[config.mk]
export PLATFORM = sky130hd
export DESIGN_NAME = dom_dep_gf4_multiplier
export DESIGN_NICKNAME = d
export VERILOG_FILES = /design/src/rtl/dom_pkg.sv /design/src/rtl/dom_dep_gf4_multiplier_gf4_mul.sv /design/src/rtl/dom_dep_gf4_multiplier.sv
export SDC_FILE = /design/constraint.sdc
export NUM_CORES = 1
export LEC_CHECK = 0
export ABC_AREA = 0
export BUFFER_PORTS_ARGS = -buffer_cell sky130_fd_sc_hd__buf_2
export CORE_MARGIN = 2
export CORE_UTILIZATION = 54
export CTS_BUF_LIST = sky130_fd_sc_hd__clkbuf_8
export DETAILED_ROUTE_END_ITERATION = 7
export PLACE_DENSITY = 0.8
export SYNTH_ARGS = -nofsm -noshare
export SYNTH_HDL_FRONTEND = slang
export SYNTH_SLANG_ARGS = --single-unit
[constraint.sdc]
create_clock -name clk -period 1.55 [get_ports clk]
set_input_delay 0 -clock clk [delete_from_list [all_inputs] [get_ports clk]]
set_output_delay 0 -clock clk [all_outputs]
set_load 0.01 [all_outputs]
[src/rtl/dom_pkg.sv]
// Shared GF(2^2) definitions for the masked multiplier and its reference models.
package dom_pkg;

  localparam int GF4_W = 2;

  typedef logic [GF4_W-1:0] gf4_t;

  // Polynomial-basis product modulo w^2+w+1.
  function automatic gf4_t gf4_mul(input gf4_t a, input gf4_t b);
    gf4_t c;
    c[1] = (a[1] & b[1]) ^ (a[1] & b[0]) ^ (a[0] & b[1]);
    c[0] = (a[1] & b[1]) ^ (a[0] & b[0]);
    return c;
  endfunction

endpackage

[src/rtl/dom_dep_gf4_multiplier_gf4_mul.sv]
// Purely combinational GF(2^2) multiplier, polynomial basis, modulus w^2+w+1.
module gf4_mul
  import dom_pkg::*;
(
  input  logic [1:0] a,
  input  logic [1:0] b,
  output logic [1:0] c
);

  gf4_t prod;

  // Product bits written out explicitly so each instance is a small AND/XOR cone.
  always_comb begin
    prod    = '0;
    prod[1] = (a[1] & b[1]) ^ (a[1] & b[0]) ^ (a[0] & b[1]);
    prod[0] = (a[1] & b[1]) ^ (a[0] & b[0]);
  end

  assign c = prod;

endmodule

[src/rtl/dom_dep_gf4_multiplier.sv]
// First-order DOM-dep multiplier over GF(2^2). Y is blinded by Z, the blinded
// value is unmasked, and X*Z is computed with an inner DOM-indep resharing so
// that the domain-A/domain-B shares of the output XOR to X*Y one cycle later.
module dom_dep_gf4_multiplier
  import dom_pkg::*;
(
  input  logic       clk,
  input  logic       rst_n,
  input  logic [1:0] Ax,
  input  logic [1:0] Ay,
  input  logic [1:0] Az,
  input  logic [1:0] Bx,
  input  logic [1:0] By,
  input  logic [1:0] Bz,
  input  logic [1:0] Z,
  output logic [1:0] Aq,
  output logic [1:0] Bq
);

  // Stage 0: combinational terms formed from the input shares.
  gf4_t in_a_p0, in_b_p0;
  gf4_t xz_ab_p0, xz_ba_p0;
  gf4_t cr_a_p0, cr_b_p0;
  gf4_t yz_a_p0, yz_b_p0;

  gf4_mul u_in_a  (.a(Ax), .b(Az), .c(in_a_p0));
  gf4_mul u_in_b  (.a(Bx), .b(Bz), .c(in_b_p0));
  gf4_mul u_cr_a  (.a(Ax), .b(Bz), .c(xz_ab_p0));
  gf4_mul u_cr_b  (.a(Bx), .b(Az), .c(xz_ba_p0));

  assign cr_a_p0 = xz_ab_p0 ^ Z;
  assign cr_b_p0 = xz_ba_p0 ^ Z;
  assign yz_a_p0 = Ay ^ Az;
  assign yz_b_p0 = By ^ Bz;

  // Stage 1: register every term; the cross-domain products must settle here
  // before they meet any same-domain term, so this stage is the glitch barrier.
  gf4_t yz_a_p1, yz_b_p1;
  gf4_t x_a_p1, x_b_p1;
  gf4_t in_a_p1, in_b_p1;
  gf4_t cr_a_p1, cr_b_p1;

  // Capture all stage-1 terms; reset discards any in-flight product.
  always_ff @(posedge clk or negedge rst_n) begin
    if (!rst_n) begin
      yz_a_p1 <= '0;
      yz_b_p1 <= '0;
      x_a_p1  <= '0;
      x_b_p1  <= '0;
      in_a_p1 <= '0;
      in_b_p1 <= '0;
      cr_a_p1 <= '0;
      cr_b_p1 <= '0;
    end else begin
      yz_a_p1 <= yz_a_p0;
      yz_b_p1 <= yz_b_p0;
      x_a_p1  <= Ax;
      x_b_p1  <= Bx;
      in_a_p1 <= in_a_p0;
      in_b_p1 <= in_b_p0;
      cr_a_p1 <= cr_a_p0;
      cr_b_p1 <= cr_b_p0;
    end
  end

  // Output: combine registered terms only. Y^Z is safe to unmask since Z is
  // uniformly random and independent of Y.
  gf4_t b_p1;
  gf4_t xb_a_p1, xb_b_p1;

  assign b_p1 = yz_a_p1 ^ yz_b_p1;

  gf4_mul u_xb_a (.a(x_a_p1), .b(b_p1), .c(xb_a_p1));
  gf4_mul u_xb_b (.a(x_b_p1), .b(b_p1), .c(xb_b_p1));

  assign Aq = xb_a_p1 ^ in_a_p1 ^ cr_a_p1;
  assign Bq = xb_b_p1 ^ in_b_p1 ^ cr_b_p1;

endmodule

Yosys cells after proc, flatten, opt, wreduce, memory -nomap -nowiden
Cells that the tools add are included.
- output and inout bits: 4
- logic and storage cells: 59
- flip-flop bits (word level): 16
- bitwise operators: 51
- operator list (kind ; count):
    1-bit bitwise AND ; 24
    1-bit bitwise XOR ; 18
    2-bit bitwise XOR ; 9

Longest topological paths before layout
- word-level depth: 6
- depth in mapped cells: 5
- mapped depth without buffers: 4

Hierarchy
From an unflattened synthesis, not the netlist that was laid out.
- cell total of the unflattened synthesis: 72
- area, all modules: 860.8 um^2
- modules (own cells, without submodules) (module ; times used ; area an instance (um^2) ; cells an instance):
    dom_dep_gf4_multiplier ; 1 ; 583.1 ; 30
    gf4_mul ; 6 ; 46.3 ; 7

Worst setup path before layout
OpenSTA, ideal clock, no wires.
- kind: flip-flop to output port
- start: register yz_b_p1[0]
- end: output port Aq[1]
- data required time: 1550 ps
- arrival time: 1196 ps
- slack: 354 ps
- path buffers: 0
- cell stages (with the launch flop): 5
- cells stage by stage: dfrtp_1 > xor2_2 > and3_2 > nor3_1 > xnor2_1
- cells in the longest elaborated chain, start to end: 6
- ends and longest elaborated chain (what ; RTL line ; text):
    start: declaration ; dom_dep_gf4_multiplier.sv:38 ; gf4_t yz_a_p1, yz_b_p1;
    start signal: assignment ; dom_dep_gf4_multiplier.sv:56 ; yz_b_p1 <= yz_b_p0;
    2-bit bitwise XOR ; dom_dep_gf4_multiplier.sv:71 ; assign b_p1 = yz_a_p1 ^ yz_b_p1;
    1-bit bitwise AND ; dom_dep_gf4_multiplier_gf4_mul.sv:15 ; prod[1] = (a[1] & b[1]) ^ (a[1] & b[0]) ^ (a[0] & b[1]);
    1-bit bitwise XOR (2 in series) ; dom_dep_gf4_multiplier_gf4_mul.sv:15 ;
    2-bit bitwise XOR (2 in series) ; dom_dep_gf4_multiplier.sv:76 ; assign Aq = xb_a_p1 ^ in_a_p1 ^ cr_a_p1;
    end: declaration ; dom_dep_gf4_multiplier.sv:16 ; output logic [1:0] Aq,
Every way passes these cells.

Final worst setup path
- start: register yz_a_p1[1]
- end: output port Aq[1]
- cells in the longest elaborated chain, start to end: 6
- elaborated cells on any way between the ends: 7
- classes of those cells: bitwise (7)
- ends and longest elaborated chain (what ; RTL line ; text):
    start: declaration ; dom_dep_gf4_multiplier.sv:38 ;
    start signal: assignment ; dom_dep_gf4_multiplier.sv:55 ; yz_a_p1 <= yz_a_p0;
    2-bit bitwise XOR * ; dom_dep_gf4_multiplier.sv:71 ;
    1-bit bitwise AND ; dom_dep_gf4_multiplier_gf4_mul.sv:15 ;
    1-bit bitwise XOR ; dom_dep_gf4_multiplier_gf4_mul.sv:15 ;
    1-bit bitwise XOR * ; dom_dep_gf4_multiplier_gf4_mul.sv:15 ;
    2-bit bitwise XOR * (2 in series) ; dom_dep_gf4_multiplier.sv:76 ;
Mark *: on every way between the ends. The rest lies on a longest branch, timed or not.

==> impl_metrics.yaml <==
power_and_ir_drop:
  leakage_nw: 0.546
  pwr-share-seq_pct: 39.8
  p_switching_mw: 0.355
  combPwrFrac_pct: 31.8
  peakVddDrop_mv: 0.881
  p_int_mw: 0.895
  p_clk_share_pct: 28.4
  cellPowerDensity_nw_per_um2: 1010
  swShare_pct: 28.4
sta:
  timing.fmax_mhz: 626
  final_hold_viol_count: 0
  tightest_slew_ns: 0.341
  period_share_pct: 103
  max-slew-margin-rel_pct: 77.3
  finalCriticalPeriod_ns: 1.60
  setup_violations: 3
  setup_slack_ns: -0.0472
  rsz0062_at_grt: "yes"
  slew_violations: 0
routing:
  drtAntennaViolNets: 0
  drt-total-wl_um: 1710
  drtIter0Drc: 9
  dr.pass1.iters: 4
  drc_errors: 0
  wire_per_inst_um: 12.8
  num_vias: 683
  vias_per_cell: 5.10
synthesis:
  ys_seq_area_share_pct: 45.2
  synth.cell_area_um2: 886
  yosys_register_bits: 16
  yosysTopAreaCell: "dfrtp_1"
  synth-async-reset-ratio_pct: 100
  synth_edf_count: 0
  synth.distinct_cells: 18
  synth_nets: 102
  yosys_warnings: 0
  synth_cells: 86
  synth_area_per_cell_um2: 10.3
  synthTopCellsByCount: "dfrtp_1 (16), nand2_1 (16), xnor2_1 (16)"
  netlist_top_cells_area: "dfrtp_1 (45%), xnor2_1 (16%), xor2_1 (9.9%)"
  synth_top_area_share_pct: 45.2
  synthFlopType: "dfrtp_1"
die:
  die_width_um: 44.5
  initial_core_util_pct: 58.1
  die_h_um: 44.5
  core_area_um2: 1520
  die_area_um2: 1980
  rows: 14
  ioPinCount: 20
critical_path:
  critPathLaunch: "yz_a_p1[1]"
  startpoint_type: "register"
  cp-end-kind: "primary output"
  path_max_fanout: 8
  critPathKind: "reg -> out"
  worstPathRequired_ns: 1.55
  cp.arrival_ns: 1.60
hold_path:
  hp-class: "in -> reg"
  hp-start: "Bz[0]"
clocking:
  cts_max_level: 1
  numCtsBuffers: 3
  clk_pin_slew_ns: 0.06
  post-cts-setup-buffers: 0
  cts_buffer_depth: 2
  cts_root_buffer: "clkbuf_8"
  cts.sinks: 16
  cts_tree: "done"
job:
  maxCapViolCount: 0
global_routing:
  grt_first_pass_wirelength_um: 2890
  grt_max_degree: 17
  grt_pass1_vias: 686
  grt_usage_pct: 20.2
  antenna_found_initial: 0
  grt.overflow.total: 0
outcome:
  status: "complete, but fails checks"
  failed_checks: "negative setup slack"
placement:
  dp_slack_ns: 0.225
  port_buffers: 19
  hpwl_um: 1040
  gp_congestion: 0.724
final_layout:
  final_util_pct: 81.0
  area_growth_pct: 39.3
  drive_gt1_share_pct: 30.5
  fin_nets: 135
  antenna_cells: 0
-- through the flow --
step	cell area [µm²]	cells	TNS (ns)	power [mW]	hold slack, ns
CTS	1170	134	-0.0431	1.21	0.0311
floorplan	886	86	0	0.719	-0.296
finish	1230	134	-0.0493	1.25	0.0351
global placement	993	119	0	0.820	-0.0861
global route	1230	134	-0.396	1.32	0.0331
detailed placement	993	119	0	0.828	-0.0870
-- path summary, 6_finish.rpt --
path	end	slack, ns	depth (start not counted)
max in group asynchronous	yz_b_p1[0]	1.08	2
min in group asynchronous	x_a_p1[1]	0.20	2
worst min-delay path	yz_b_p1[0]	0.04	2
worst max-delay path	Aq[1]	-0.05	5
-- layout by cell type, fill, tap and decap left out --
cell | synthesis | final
clkbuf_8 | 0 | 4
nor2_1 | 2 | 2
xor2_4 | 0 | 1
o22ai_2 | 0 | 2
xnor2_2 | 1 | 1
a21oi_1 | 2 | 2
nor3_2 | 0 | 2
a22o_1 | 1 | 1
dfrtp_1 | 16 | 15
nand2b_1 | 8 | 8
nor4b_4 | 0 | 1
xnor2_1 | 16 | 15
nor4b_2 | 0 | 1
mux2i_1 | 1 | 1
mux2_2 | 1 | 1
xor2_1 | 10 | 10
dlygate4sd3_1 | 0 | 11
dfrtp_2 | 0 | 1
xnor2_4 | 0 | 1
buf_2 | 0 | 19
o21ai_0 | 1 | 1
and3_2 | 2 | 2
nand2_1 | 16 | 16
-- state kept, by name, indices dropped and copies added, names as in the netlist --
signal,count
yz_a_p1,2
x_a_p1,2
in_a_p1,2
yz_b_p1,2
x_b_p1,2
cr_a_p1,2
in_b_p1,2
cr_b_p1,2
-- cells by family after synthesis --
logic type                share of synthesized area (%)
buffers and inverters                             0.848
and+or+nand+nor                                    18.1
AOI/OAI and AO/OA                                  4.10
muxes                                              2.40
xor gates and xnor gates                           29.4
DFF                                                45.2
-- layer usage --
layer / routed length [µm] / share of wire, % / global-route usage, %
met1: 708 / 41 / 24.1
met2: 934 / 55 / 36.5
met3: 32 / 1.9 / 1.63
met4: 36 / 2.1 / 9.09
met5: 0 / 0 / 0
-- area by class of cell --
cell class                      instances  area, µm²
Sequential cell                        16        402
Timing Repair Buffer                   30        205
Fill cell                              88        290
Clock buffer                            4       55.1
Multi-Input combinational cell         68        552
Tap cell                               16       20.0
-- worst max-delay path, cell delays in order (launching register included) --
cell,delay (ns)
dfrtp_1,0.42
xnor2_4,0.21
nor4b_2,0.32
nor3_2,0.09
xnor2_1,0.16
buf_2,0.15
-- timing repair --
item,in CTS,in global routing
pin swaps,0,5
hold buffers,11,0
resized for setup,2,9
endpoints found under the hold margin,28,0
setup endpoints to repair,2,4
-- power groups by stage --
stage / sequential, mW / combinational (mW) / clock [mW]
2_1_floorplan: 0.490 / 0.229 / 0
3_3_place_gp: 0.492 / 0.328 / 0
3_5_place_dp: 0.494 / 0.334 / 0
4_1_cts: 0.488 / 0.362 / 0.360
5_1_grt: 0.502 / 0.433 / 0.385
6_report: 0.498 / 0.397 / 0.355
(Power assumes the default switching activity.)
